## src/rtl/mha_sa_defs.sv

```systemverilog
// rtl/mha_sa_defs.sv - shared defaults and FSM encoding for the systolic array feeders
package mha_sa_defs;

   // Default array geometry
   localparam int DEF_N     = 16;
   localparam int DEF_DW    = 8;
   localparam int DEF_LEN_W = 16;

   // Feeder FSM states
   typedef enum logic [1:0] {
      ST_IDLE   = 2'd0,
      ST_STREAM = 2'd1,
      ST_FLUSH  = 2'd2,
      ST_DONE   = 2'd3
   } state_t;

endpackage

```

## src/rtl/skew_delay_line.sv

```systemverilog
// rtl/skew_delay_line.sv - fixed-depth data+valid shift register for one skewed lane
module skew_delay_line
   import mha_sa_defs::*;
#(
   parameter int DEPTH = 1,
   parameter int DW    = DEF_DW
) (
   input  logic          I_CLK,
   input  logic          I_RST,
   input  logic [DW-1:0] I_DATA,
   input  logic          I_VALID,
   output logic [DW-1:0] O_DATA,
   output logic          O_VALID
);

   logic [DW-1:0]    data_q [DEPTH];
   logic [DEPTH-1:0] valid_q;

   // Shift every cycle; there is no stall, bubbles travel as zero/invalid
   always_ff @(posedge I_CLK) begin
      if (I_RST) begin
         for (int k = 0; k < DEPTH; k++) begin
            data_q[k] <= '0;
         end
         valid_q <= '0;
      end else begin
         data_q[0]  <= I_DATA;
         valid_q[0] <= I_VALID;
         for (int k = 1; k < DEPTH; k++) begin
            data_q[k]  <= data_q[k-1];
            valid_q[k] <= valid_q[k-1];
         end
      end
   end

   assign O_DATA  = data_q[DEPTH-1];
   assign O_VALID = valid_q[DEPTH-1];

endmodule

```

## src/rtl/systolic_x_skew_feeder.sv

```systemverilog
// rtl/systolic_x_skew_feeder.sv - skews a burst of row vectors into a diagonal wavefront for the PE array
module systolic_x_skew_feeder
   import mha_sa_defs::*;
#(
   parameter int N     = DEF_N,
   parameter int DW    = DEF_DW,
   parameter int LEN_W = DEF_LEN_W
) (
   input  logic            I_CLK,
   input  logic            I_RST,
   input  logic            I_START,
   input  logic [LEN_W-1:0] I_LEN,
   input  logic            I_VALID,
   input  logic [N*DW-1:0] I_DATA,
   output logic            O_READY,
   output logic [N*DW-1:0] O_X,
   output logic [N-1:0]    O_X_VALID,
   output logic            O_BUSY,
   output logic            O_DONE
);

   // Flush counter must hold 0..N-1; keep at least one bit for N=1
   localparam int              FC_W       = (N > 1) ? $clog2(N) : 1;
   localparam logic [FC_W-1:0] FLUSH_LAST = FC_W'(N - 1);

   state_t           state_q;
   state_t           state_d;
   logic [LEN_W-1:0] len_q;
   logic [LEN_W-1:0] beat_cnt_q;
   logic [FC_W-1:0]  flush_cnt_q;
   logic             accept;
   logic             last_beat;

   // Accept is derived from the registered state so it never loops through the FSM logic
   assign accept    = I_VALID && (state_q == ST_STREAM);
   assign last_beat = accept && (beat_cnt_q == len_q - LEN_W'(1));

   // State register
   always_ff @(posedge I_CLK) begin
      if (I_RST) begin
         state_q <= ST_IDLE;
      end else begin
         state_q <= state_d;
      end
   end

   // Next-state and state-decoded outputs
   always_comb begin
      state_d = state_q;
      O_READY = 1'b0;
      O_BUSY  = 1'b0;
      O_DONE  = 1'b0;
      case (state_q)
         ST_IDLE: begin
            if (I_START) begin
               state_d = (I_LEN != '0) ? ST_STREAM : ST_DONE;
            end
         end
         ST_STREAM: begin
            O_READY = 1'b1;
            O_BUSY  = 1'b1;
            if (last_beat) begin
               state_d = ST_FLUSH;
            end
         end
         ST_FLUSH: begin
            O_BUSY = 1'b1;
            if (flush_cnt_q == FLUSH_LAST) begin
               state_d = ST_DONE;
            end
         end
         ST_DONE: begin
            O_DONE  = 1'b1;
            state_d = ST_IDLE;
         end
         default: begin
            state_d = ST_IDLE;
         end
      endcase
   end

   // Burst length latch, beat counter and flush counter
   always_ff @(posedge I_CLK) begin
      if (I_RST) begin
         len_q       <= '0;
         beat_cnt_q  <= '0;
         flush_cnt_q <= '0;
      end else begin
         case (state_q)
            ST_IDLE: begin
               if (I_START && (I_LEN != '0)) begin
                  len_q      <= I_LEN;
                  beat_cnt_q <= '0;
               end
            end
            ST_STREAM: begin
               flush_cnt_q <= '0;
               if (accept) begin
                  beat_cnt_q <= beat_cnt_q + LEN_W'(1);
               end
            end
            ST_FLUSH: begin
               flush_cnt_q <= flush_cnt_q + FC_W'(1);
            end
            default: begin
            end
         endcase
      end
   end

   // Lane i gets i+1 stages so beat t lands on lane i in cycle t+1+i
   for (genvar i = 0; i < N; i++) begin : g_lane
      logic [DW-1:0] stage0_data;

      assign stage0_data = accept ? I_DATA[i*DW +: DW] : '0;

      skew_delay_line #(
         .DEPTH (i + 1),
         .DW    (DW)
      ) u_line (
         .I_CLK   (I_CLK),
         .I_RST   (I_RST),
         .I_DATA  (stage0_data),
         .I_VALID (accept),
         .O_DATA  (O_X[i*DW +: DW]),
         .O_VALID (O_X_VALID[i])
      );
   end

endmodule

```

## config.mk

```make
export PLATFORM = sky130hd
export DESIGN_NAME = systolic_x_skew_feeder
export DESIGN_NICKNAME = d
export VERILOG_FILES = /design/src/rtl/mha_sa_defs.sv /design/src/rtl/skew_delay_line.sv /design/src/rtl/systolic_x_skew_feeder.sv
export SDC_FILE = /design/constraint.sdc
export NUM_CORES = 1
export LEC_CHECK = 0
export CAP_MARGIN = 20
export CORE_UTILIZATION = 50
export DETAILED_ROUTE_END_ITERATION = 16
export PLACE_DENSITY = 0.74
export SYNTH_ARGS = -nofsm -noshare
export SYNTH_HDL_FRONTEND = slang
export SYNTH_SLANG_ARGS = --single-unit
```

## constraint.sdc

```tcl
create_clock -name I_CLK -period 2.3 [get_ports I_CLK]
set_input_delay 0.23 -clock I_CLK [delete_from_list [all_inputs] [get_ports I_CLK]]
set_output_delay 0.23 -clock I_CLK [all_outputs]
set_load 0.02 [all_outputs]
```

# Word-level counts from Yosys, hierarchy flattened
# Memories as Yosys holds them, arrays and structs flattened.
# Cells that the tools add are included.
[totals] regBits=174 ramBits=1088 input_bits=148 out_inout_bits=147 word_cells=364 n_memories=16
[classes] n_addsub=3 eq_ne=10 n_mux=168 bitwise=135 reduce_logical=12
[memory_table] memory="g_lane[15].u_line.data_q" depth=16 word_bits=8 rd=16 rd_clocked_by_memory_dff=0 write_ports=16 line_no="skew_delay_line.sv:16" source="logic [DW-1:0] data_q [DEPTH];"
[memory_table] memory="g_lane[14].u_line.data_q" depth=15 word_bits=8 rd=15 rd_clocked_by_memory_dff=0 write_ports=15 line_no="skew_delay_line.sv:16"
[memory_table] memory="g_lane[13].u_line.data_q" depth=14 word_bits=8 rd=14 rd_clocked_by_memory_dff=0 write_ports=14 line_no="skew_delay_line.sv:16"
[memory_table] memory="g_lane[12].u_line.data_q" depth=13 word_bits=8 rd=13 rd_clocked_by_memory_dff=0 write_ports=13 line_no="skew_delay_line.sv:16"
[memory_table] memory="g_lane[11].u_line.data_q" depth=12 word_bits=8 rd=12 rd_clocked_by_memory_dff=0 write_ports=12 line_no="skew_delay_line.sv:16"
[memory_table] memory="g_lane[10].u_line.data_q" depth=11 word_bits=8 rd=11 rd_clocked_by_memory_dff=0 write_ports=11 line_no="skew_delay_line.sv:16"
[memory_table] memory="10 more memories"
[op_table] op="two-way mux 8 bit" count=152
[op_table] op="bitwise OR 1 bit" count=135
[op_table] op="two-way mux 16 bit" count=2
[op_table] op="case mux 16 bit (2 select lines)" count=1
[op_table] op="adder 16 x 1 -> 16 bit (second input constant)" count=1
[op_table] op="== test 16 bit" count=1
[op_table] op="nonzero test 16 bit" count=1
[op_table] op="subtractor 16 x 1 -> 16 bit (second input constant)" count=1
[op_table] op="!= test 2 bit (second input constant)" count=5
[op_table] op="two-way mux 2 bit" count=4
[op_table] op="case mux 2 bit (4 select lines)" count=1
[op_table] op="case mux 4 bit (2 select lines)" count=1
[op_table] op="OR reduction 8 bit" count=1
[op_table] op="two-way mux 1 bit" count=7
[op_table] op="AND reduction 3 bit" count=2
[op_table] op="adder 4 x 1 -> 4 bit (second input constant)" count=1
[op_table] op="== test 2 bit (second input constant)" count=2
[op_table] op="== test 4 bit (second input constant)" count=1
[op_table] op="nonzero test 2 bit" count=2
[op_table] op="logical AND 1 bit" count=3
[op_table] op="== test 2 x 1 -> 1 bit (second input constant)" count=1
[op_table] op="logical NOT 2 bit" count=1
[op_table] op="AND reduction 2 bit" count=1
[op_table] op="OR reduction 2 bit" count=1

# Logic depth before layout (Yosys ltp)
# Gate-level depths: netlist of run 1.
[depth] word_depth=5 ltp_mapped=11 depth_no_buf=9

# Cells and area by module
# A second synthesis of run 1 with hierarchy kept.
[hier_totals] hier_cells=3068 area_unflattened_um2=37325.8
[by_module_without_submodules] mod="skew_delay_line at g_lane[15].u_line" n_inst=1 cells_per_inst=312 area_each_um2=4110.2 seq_area_each_um2=2882.8
[by_module_without_submodules] mod="skew_delay_line at g_lane[14].u_line" n_inst=1 cells_per_inst=285 area_each_um2=3756.1 seq_area_each_um2=2702.6
[by_module_without_submodules] mod="skew_delay_line at g_lane[13].u_line" n_inst=1 cells_per_inst=274 area_each_um2=3555.9 seq_area_each_um2=2522.4
[by_module_without_submodules] mod="skew_delay_line at g_lane[12].u_line" n_inst=1 cells_per_inst=247 area_each_um2=3225.6 seq_area_each_um2=2342.2
[by_module_without_submodules] mod="systolic_x_skew_feeder" n_inst=1 cells_per_inst=411 area_each_um2=3084.2 seq_area_each_um2=760.7
[by_module_without_submodules] mod="skew_delay_line at g_lane[11].u_line" n_inst=1 cells_per_inst=236 area_each_um2=3007.9 seq_area_each_um2=2162.1
[by_module_without_submodules] mod="skew_delay_line at g_lane[10].u_line" n_inst=1 cells_per_inst=217 area_each_um2=2735.1 seq_area_each_um2=1981.9
[by_module_without_submodules] mod="skew_delay_line at g_lane[9].u_line" n_inst=1 cells_per_inst=190 area_each_um2=2477.4 seq_area_each_um2=1801.7
[by_module_without_submodules] mod="skew_delay_line at g_lane[8].u_line" n_inst=1 cells_per_inst=179 area_each_um2=2289.7 seq_area_each_um2=1621.6
[by_module_without_submodules] mod="skew_delay_line at g_lane[7].u_line" n_inst=1 cells_per_inst=160 area_each_um2=2042.0 seq_area_each_um2=1441.4
[by_module_without_submodules] mod="skew_delay_line at g_lane[6].u_line" n_inst=1 cells_per_inst=132 area_each_um2=1685.4 seq_area_each_um2=1261.2
[by_module_without_submodules] mod="skew_delay_line at g_lane[5].u_line" n_inst=1 cells_per_inst=121 area_each_um2=1503.9 seq_area_each_um2=1081.0
[by_module_without_submodules] mod="skew_delay_line at g_lane[4].u_line" n_inst=1 cells_per_inst=102 area_each_um2=1262.5 seq_area_each_um2=900.9
[by_module_without_submodules] mod="skew_delay_line at g_lane[3].u_line" n_inst=1 cells_per_inst=75 area_each_um2=994.7 seq_area_each_um2=720.7
[by_module_without_submodules] mod="+3 rows"

# Worst setup path after synthesis of run 1
# No wires, ideal clock.
[synth_path] path_kind="register to register" startpoint="reg len_q[1]" endpoint="reg state_q[0]" setup_ns=0.122 arrival_time_ns=2.295 required_ns=2.178 path_slack_ns=-0.116 stages_incl_launch_ff=12 path_buffers=2 synth_period_minus_slack_ns=2.416 path_cell_list="dfxtp_1 clkbuf_2 inv_1 ha_1 buf_4 nor3b_4 nand2_1 or4_1 a2111oi_2 o2111ai_1 o211ai_1 o2bb2ai_1"
[synth_between] elab_chain_len=5
[synth_lines] element="from (decl)" line_no="systolic_x_skew_feeder.sv:28" source="logic [LEN_W-1:0] len_q;"
[synth_lines] element="from (signal assigned)" line_no="systolic_x_skew_feeder.sv:85" source="len_q <= '0;"
[synth_lines] element="from (signal assigned)" line_no="systolic_x_skew_feeder.sv:92" source="len_q <= I_LEN;"
[synth_lines] element="subtractor 16 x 1 -> 16 bit" line_no="systolic_x_skew_feeder.sv:36" source="assign last_beat = accept && (beat_cnt_q == len_q - LEN_W'(1));"
[synth_lines] element="== test 16 bit" line_no="systolic_x_skew_feeder.sv:36"
[synth_lines] element="logical AND 1 bit" line_no="systolic_x_skew_feeder.sv:36"
[synth_lines] element="!= test 2 bit (no line)"
[synth_lines] element="AND reduction 3 bit (no line)"
[synth_lines] element="to (signal assigned)" line_no="systolic_x_skew_feeder.sv:43" source="state_q <= state_d;"
[synth_lines] element="to (decl)" line_no="systolic_x_skew_feeder.sv:26" source="state_t state_q;"
# Every way passes these cells.
# A chain may end at the register's enable or synchronous reset.

# Worst setup path in the final report of run 1
[layout_path] startpoint="reg len_q[1]" endpoint="reg state_q[1]"
# Same word-level chain as after synthesis.

==> flow_summary_export.csv, run 1 <==
group,metric,value,unit
floorplan,ios,295,
routing,wl_per_cell,12.4,um
timing,fin_worst_skew,0.0132,ns
logic_synthesis,syn_area_per_cell,11.8,um2
critical_path,rr_startpoint,"len_q[1]$_SDFFE_PP0P_",
cells_and_area,nNetsFinal,3104,
logic_synthesis,syn_inst,2775,
power_and_ir_drop,p_sw,8.47,mW
floorplan,die-width,258,um
global_routing,grt_pass1_wl,79.2,mm
logic_synthesis,synth_fp_nets,2930,
critical_path,critPathKind,"register to register",
floorplan,dieArea,66700,um2
placement,dpl-instance-area,35800,um2
critical_path,critPathLaunchType,"register",
routing,via_per_inst,4.33,
timing,maxSlewViolCount,0,
clocking,clockRootBuffer,"clkbuf_16",
global_routing,grt_pass1_vias,16300,
logic_synthesis,synth_edf_count,0,
power_and_ir_drop,p_per_area,1020,nW/um2
placement,gp_congestion,0.781,
critical_path,crit_fanout,6,
clocking,h-tree-depth,3,
critical_path,r2r_setup_slack,-0.008,ns
global_routing,grt_overflow,0,
power_and_ir_drop,ir_drop,0.000722,V
power_and_ir_drop,leakage,15.9,nW
power_and_ir_drop,p_int,31.9,mW
outcome,outcome,"finished with violations",
clocking,path_clk_slew,0.06,ns
floorplan,initial_core_util,0.507,
timing,final.setup.tns,-0.00776,ns
power_and_ir_drop,swShare,0.210,
cells_and_area,drive_gt1_frac,0.0820,
logic_synthesis,yosysSeqAreaShare,0.697,
cells_and_area,syn2layout_area_growth,20.9,%
timing,hold_violations,0,
clocking,cts_tree,"built",
outcome,violations,"negative setup slack",
placement,port_buffers,294,
power_and_ir_drop,p_comb_frac,0.054,
clocking,cts.sinks,1142,
critical_path,worstPathArrival,2.83,ns
flow_run,maxCapViolations,0,
logic_synthesis,synth-seq-cells,1142,
floorplan,die_h,258,um
routing,routed_wirelength,48.4,mm
critical_path,worstSetupStartpoint,"len_q[1]$_SDFFE_PP0P_",
critical_path,reg2reg_to,"state_q[1]$_SDFFE_PP0P_",
placement,pre_cts_ws,-0.141,ns
global_routing,grt_usage,0.145,
critical_path,critPathCaptureType,"register",
routing,firstDrtPassIters,5,
timing,max_slew.worst_pin.slew,0.685,ns
placement,dp_hpwl,29.3,mm
routing,vias,16900,
logic_synthesis,synth_top_area_share,0.697,
power_and_ir_drop,pwr-share-seq,0.502,
floorplan,core,64700,um2
clocking,clkLatencyLatePin,0.64,ns
critical_path,endpoint,"state_q[1]$_SDFFE_PP0P_",
timing,min_period_over_period,1.00,
timing,setup_viol,1,
min_path,hp-class,"input pin to register",
logic_synthesis,synth_cell_types,56,
logic_synthesis,synthArstFlopShare,0,
timing,period_minus_slack,2.31,ns
timing,max-slew-margin-rel,0.543,
timing,whs,0.173,ns
cells_and_area,stdcell_area,39700,um2
floorplan,num_rows,93,
routing,detail-route-antenna-nets,0,
global_routing,antenna_found_initial,5,
power_and_ir_drop,finalPower,40.4,mW
global_routing,grt_max_degree,178,
logic_synthesis,ys_warn_count,0,
routing,drt_iter0_drc,726,
critical_path,r2r_cells,8,
timing,rsz0062_at_grt,"yes",
clocking,cts_buffer_depth,3,
power_and_ir_drop,clockPowerShare,0.444,
logic_synthesis,synth_area_leaders,"dfxtp_1, nor2b_1, buf_4, and3_1, clkbuf_1",
logic_synthesis,ys.flop_type,"dfxtp_1",
clocking,cts_buffers,107,
timing,setup_ws,-0.00776,ns
routing,post-route-drc-count,0,
logic_synthesis,synth_area_leader_cell,"dfxtp_1",
logic_synthesis,synthesis.area,32800,um2
timing,fmax,433,MHz
critical_path,crit_required,2.82,ns
## cells in the mapped netlist (3+ instances only)
cell,n
a21oi_1,30
and2_1,3
and3_1,131
buf_4,121
buf_6,3
clkbuf_1,145
dfxtp_1,1142
ha_1,7
inv_1,15
nand2_1,48
nand2b_1,3
nand3_1,11
nand4_1,6
nor2_1,29
nor2b_1,976
nor3_1,6
nor4_1,9
o2111ai_1,3
o211ai_1,3
o21ai_0,10
or3_1,5
xnor2_1,14
xor2_1,14
## per-layer routing
layer,GRT usage,up-vias,wire [um]
met2,0.230,380,21600
met5,0,-,48
li1,-,8821,-
met3,0.0556,94,4140
met1,0.172,7556,21000
met4,0.0679,8,1500
## flip-flops by register name, indices dropped and copies added, names as in the netlist
register / flops
g_lane.u_line.data_q: 1088
beat_cnt_q: 16
g_lane.u_line.valid_q: 16
len_q: 16
flush_cnt_q: 4
state_q: 2
## power groups by stage
| stage | Clock [mW] | Sequential [mW] | Combinational (mW) |
|---|---|---|---|
| floorplan | 0 | 20.7 | 1.31 |
| global placement | 0 | 20.7 | 2.02 |
| detailed placement | 0 | 20.7 | 2.05 |
| CTS | 18.5 | 20.3 | 2.11 |
| global route | 19.4 | 20.3 | 2.38 |
| finish | 17.9 | 20.3 | 2.18 |
## cell usage in the layout, fill, tap and decap left out, types with 3 or more instances in the layout
master	n
nor4_1	8
or3_1	5
nor3_1	6
buf_12	11
bufinv_16	10
nor2b_1	976
clkbuf_16	109
nand3_1	11
or4_4	3
nand4_1	6
nand2b_1	3
o21ai_0	9
ha_1	4
clkbuf_8	28
inv_6	3
xnor2_1	14
inv_1	11
clkdlybuf4s50_1	292
buf_4	29
nand2_1	47
clkbuf_1	24
and3_1	131
a21oi_1	29
nor2_1	28
clkinv_2	14
xor2_1	14
dfxtp_1	1140
o211ai_1	3
inv_4	3
## per-stage QoR
stage,utilization,cells
4_1_cts,0.612,3890
5_1_grt,0.613,3893
6_report,0.613,3893
2_1_floorplan,-,2775
3_3_place_gp,0.553,3691
3_5_place_dp,0.553,3691
## area by class of cell
cell class	instances	area [um2]
Antenna cell	1	2.50
Clock buffer	161	3200
Clock inverter	36	537
Fill cell	5106	25000
Inverter	15	63.8
Multi-Input combinational cell	1346	8510
Sequential cell	1142	22900
Tap cell	855	1070
Timing Repair Buffer	337	3430
## logic make-up (layout without fill, tap and decap cells)
family,after synthesis,count (layout),synth area share
fa+ha+maj,7,7,0.00267
buf+inv,287,549,0.0474
xor+xnor,28,28,0.00747
simple gates,1240,1240,0.231
other cells,0,1,0
mux,3,3,0.000953
compound gates,68,68,0.0135
flops,1142,1142,0.697
## what timing repair did
item	4_1_cts	5_1_grt
setup endpoints to repair	3	6
pin swaps	9	6
setup buffers	1	1
gates cloned	0	0
hold buffers	1	0
endpoints found under the hold margin	38	0
resized for setup	14	10
## worst min path at each step
stage / start / endpoint / slack [ns] / depth (start not counted)
finish: I_DATA[102] / g_lane[12].u_line.data_q[0][6]$_SDFF_PP0_ / 0.17 / 2
global route: I_DATA[125] / g_lane[15].u_line.data_q[0][5]$_SDFF_PP0_ / 0.14 / 2
CTS: I_DATA[75] / g_lane[9].u_line.data_q[0][3]$_SDFF_PP0_ / 0.12 / 2
detailed placement: g_lane[13].u_line.data_q[0][22]$_SDFF_PP0_ / g_lane[13].u_line.data_q[0][30]$_SDFF_PP0_ / 0.42 / 1
global placement: g_lane[9].u_line.data_q[0][33]$_SDFF_PP0_ / g_lane[9].u_line.data_q[0][41]$_SDFF_PP0_ / 0.42 / 1
floorplan: I_LEN[4] / len_q[4]$_SDFFE_PP0P_ / 0.37 / 2
## critical path, cell delays in order (launching register included)
cell,delay (ns)
dfxtp_4,0.36
buf_12,0.13
or4_4,0.54
o21ai_0,0.27
nand2_1,0.10
o31ai_1,0.25
o2111ai_2,0.19
o211ai_1,0.24
o2bb2ai_1,0.10
Note: power is estimated with default switching activity, not from simulation.
==> inputs of run 2 (changes only) <==
--- a/config.mk
+++ b/config.mk
@@ -6,9 +6,11 @@
 export NUM_CORES = 1
 export LEC_CHECK = 0
 export CAP_MARGIN = 20
-export CORE_UTILIZATION = 50
+export CORE_MARGIN = 4
+export CORE_UTILIZATION = 55
 export DETAILED_ROUTE_END_ITERATION = 16
-export PLACE_DENSITY = 0.74
+export DONT_BUFFER_PORTS = 1
+export PLACE_DENSITY = 0.73
 export SYNTH_ARGS = -nofsm -noshare
 export SYNTH_HDL_FRONTEND = slang
 export SYNTH_SLANG_ARGS = --single-unit
==> flow_summary_export.csv, run 2 <==
group,metric,value,unit
logic_synthesis,syn_inst,2775,
clocking,clockRootBuffer,"clkbuf_16",
placement,port_buffers,0,
floorplan,die_h,252,um
logic_synthesis,ys_warn_count,0,
placement,dpl-instance-area,32500,um2
logic_synthesis,syn_area_per_cell,11.8,um2
logic_synthesis,synth_most_common_cell,"dfxtp_1",
logic_synthesis,synth-seq-cells,1142,
logic_synthesis,yosysSeqAreaShare,0.697,
logic_synthesis,synth_fp_nets,2930,
clocking,cts_buffers,104,
placement,dp_hpwl,26.2,mm
floorplan,die-width,252,um
clocking,cts-hold-fix-buffers,699,
floorplan,ios,295,
clocking,postCtsSetupBuffers,0,
floorplan,num_rows,89,
logic_synthesis,synth_area_leaders,"dfxtp_1, nor2b_1, buf_4, and3_1, clkbuf_1",
logic_synthesis,synth_cell_types,56,
clocking,cts_resized,13,
clocking,h-tree-depth,3,
clocking,cts.sinks,1142,
logic_synthesis,synth_commonest_cells,"dfxtp_1, nor2b_1, clkbuf_1",
placement,pre_cts_ws,-0.0537,ns
outcome,outcome,"did not finish",
outcome,stop_stage,"4_1_cts",
outcome,stop_error,"[ERROR RSZ-0060] Max buffer count reached.",
logic_synthesis,synthesis.area,32800,um2
floorplan,initial_core_util,0.556,
clocking,cts_buffer_depth,3,
logic_synthesis,ys.flop_type,"dfxtp_1",
logic_synthesis,synth_area_leader_cell,"dfxtp_1",
placement,gp_congestion,0.783,
logic_synthesis,synth_top_area_share,0.697,
logic_synthesis,synth_edf_count,0,
logic_synthesis,synthArstFlopShare,0,
run 2: cell counts after synthesis:
Identical to the previous run, type by type.
run 2: cells by family after synthesis:
kind of cell,synth area share
compound gates,0.0135
mux,0.000953
flops,0.697
xor+xnor,0.00747
fa+ha+maj,0.00267
simple gates,0.231
buf+inv,0.0474
run 2: through the flow:
stage,hold slack (ns),setup TNS (ns),cells,utilization
after detailed placement,0.369,-0.103,3300,0.551
after global placement,0.375,-0.100,3300,0.551
after floorplan,0.366,-0.145,2775,-
==> inputs of run 3 (changes only) <==
--- a/config.mk
+++ b/config.mk
@@ -7,10 +7,10 @@
 export LEC_CHECK = 0
 export CAP_MARGIN = 20
 export CORE_MARGIN = 4
-export CORE_UTILIZATION = 55
+export CORE_UTILIZATION = 40
 export DETAILED_ROUTE_END_ITERATION = 16
 export DONT_BUFFER_PORTS = 1
-export PLACE_DENSITY = 0.73
+export PLACE_DENSITY_LB_ADDON = 0.15
 export SYNTH_ARGS = -nofsm -noshare
 export SYNTH_HDL_FRONTEND = slang
 export SYNTH_SLANG_ARGS = --single-unit
==> constraint.sdc (replaced) <==
create_clock -name I_CLK -period 3 [get_ports I_CLK]
set_input_delay 0.3 -clock I_CLK [delete_from_list [all_inputs] [get_ports I_CLK]]
set_output_delay 0.3 -clock I_CLK [all_outputs]
set_load 0.02 [all_outputs]
==> flow_summary_export.csv, run 3 <==
group,metric,value,unit
outcome,outcome,"did not finish",
outcome,stop_stage,"4_1_cts",
outcome,stop_error,"[ERROR RSZ-0060] Max buffer count reached.",
clocking,cts_buffers,114,
logic_synthesis,synth_top_area_share,0.697,
placement,port_buffers,0,
logic_synthesis,ys.flop_type,"dfxtp_1",
clocking,cts.sinks,1142,
floorplan,die-width,294,um
logic_synthesis,synth_area_leader_cell,"dfxtp_1",
floorplan,die_h,294,um
clocking,postCtsSetupBuffers,0,
logic_synthesis,yosysSeqAreaShare,0.697,
clocking,clockRootBuffer,"clkbuf_16",
logic_synthesis,synth_most_common_cell,"dfxtp_1",
logic_synthesis,synth_commonest_cells,"dfxtp_1, nor2b_1, clkbuf_1",
logic_synthesis,ys_warn_count,0,
clocking,h-tree-depth,3,
logic_synthesis,syn_area_per_cell,11.8,um2
floorplan,num_rows,104,
logic_synthesis,synth_cell_types,56,
floorplan,ios,295,
clocking,cts-hold-fix-buffers,756,
logic_synthesis,synthArstFlopShare,0,
floorplan,initial_core_util,0.406,
logic_synthesis,synthesis.area,32800,um2
logic_synthesis,synth_area_leaders,"dfxtp_1, nor2b_1, buf_4, and3_1, clkbuf_1",
logic_synthesis,synth_fp_nets,2930,
logic_synthesis,syn_inst,2775,
logic_synthesis,synth_edf_count,0,
clocking,cts_resized,0,
placement,dp_hpwl,28.0,mm
logic_synthesis,synth-seq-cells,1142,
clocking,cts_buffer_depth,3,
placement,gp_congestion,0.800,
-- run 3: cell counts after synthesis --
No cell type changed its count.
-- run 3: logic make-up after synthesis --
kind of cell,count (synthesis),synth area share
buf+inv,287,0.0474
mux,3,0.000953
fa+ha+maj,7,0.00267
compound gates,68,0.0135
flops,1142,0.697
xor+xnor,28,0.00747
simple gates,1240,0.231
-- run 3: per-stage QoR --
step                      worst slack, ns  cells  area [um2]  utilization  hold WS (ns)
after floorplan                     0.584   2775       32800            -         0.414
after detailed placement           0.0552   3570       32700        0.404         0.420
after global placement              0.318   3570       32700        0.404         0.415
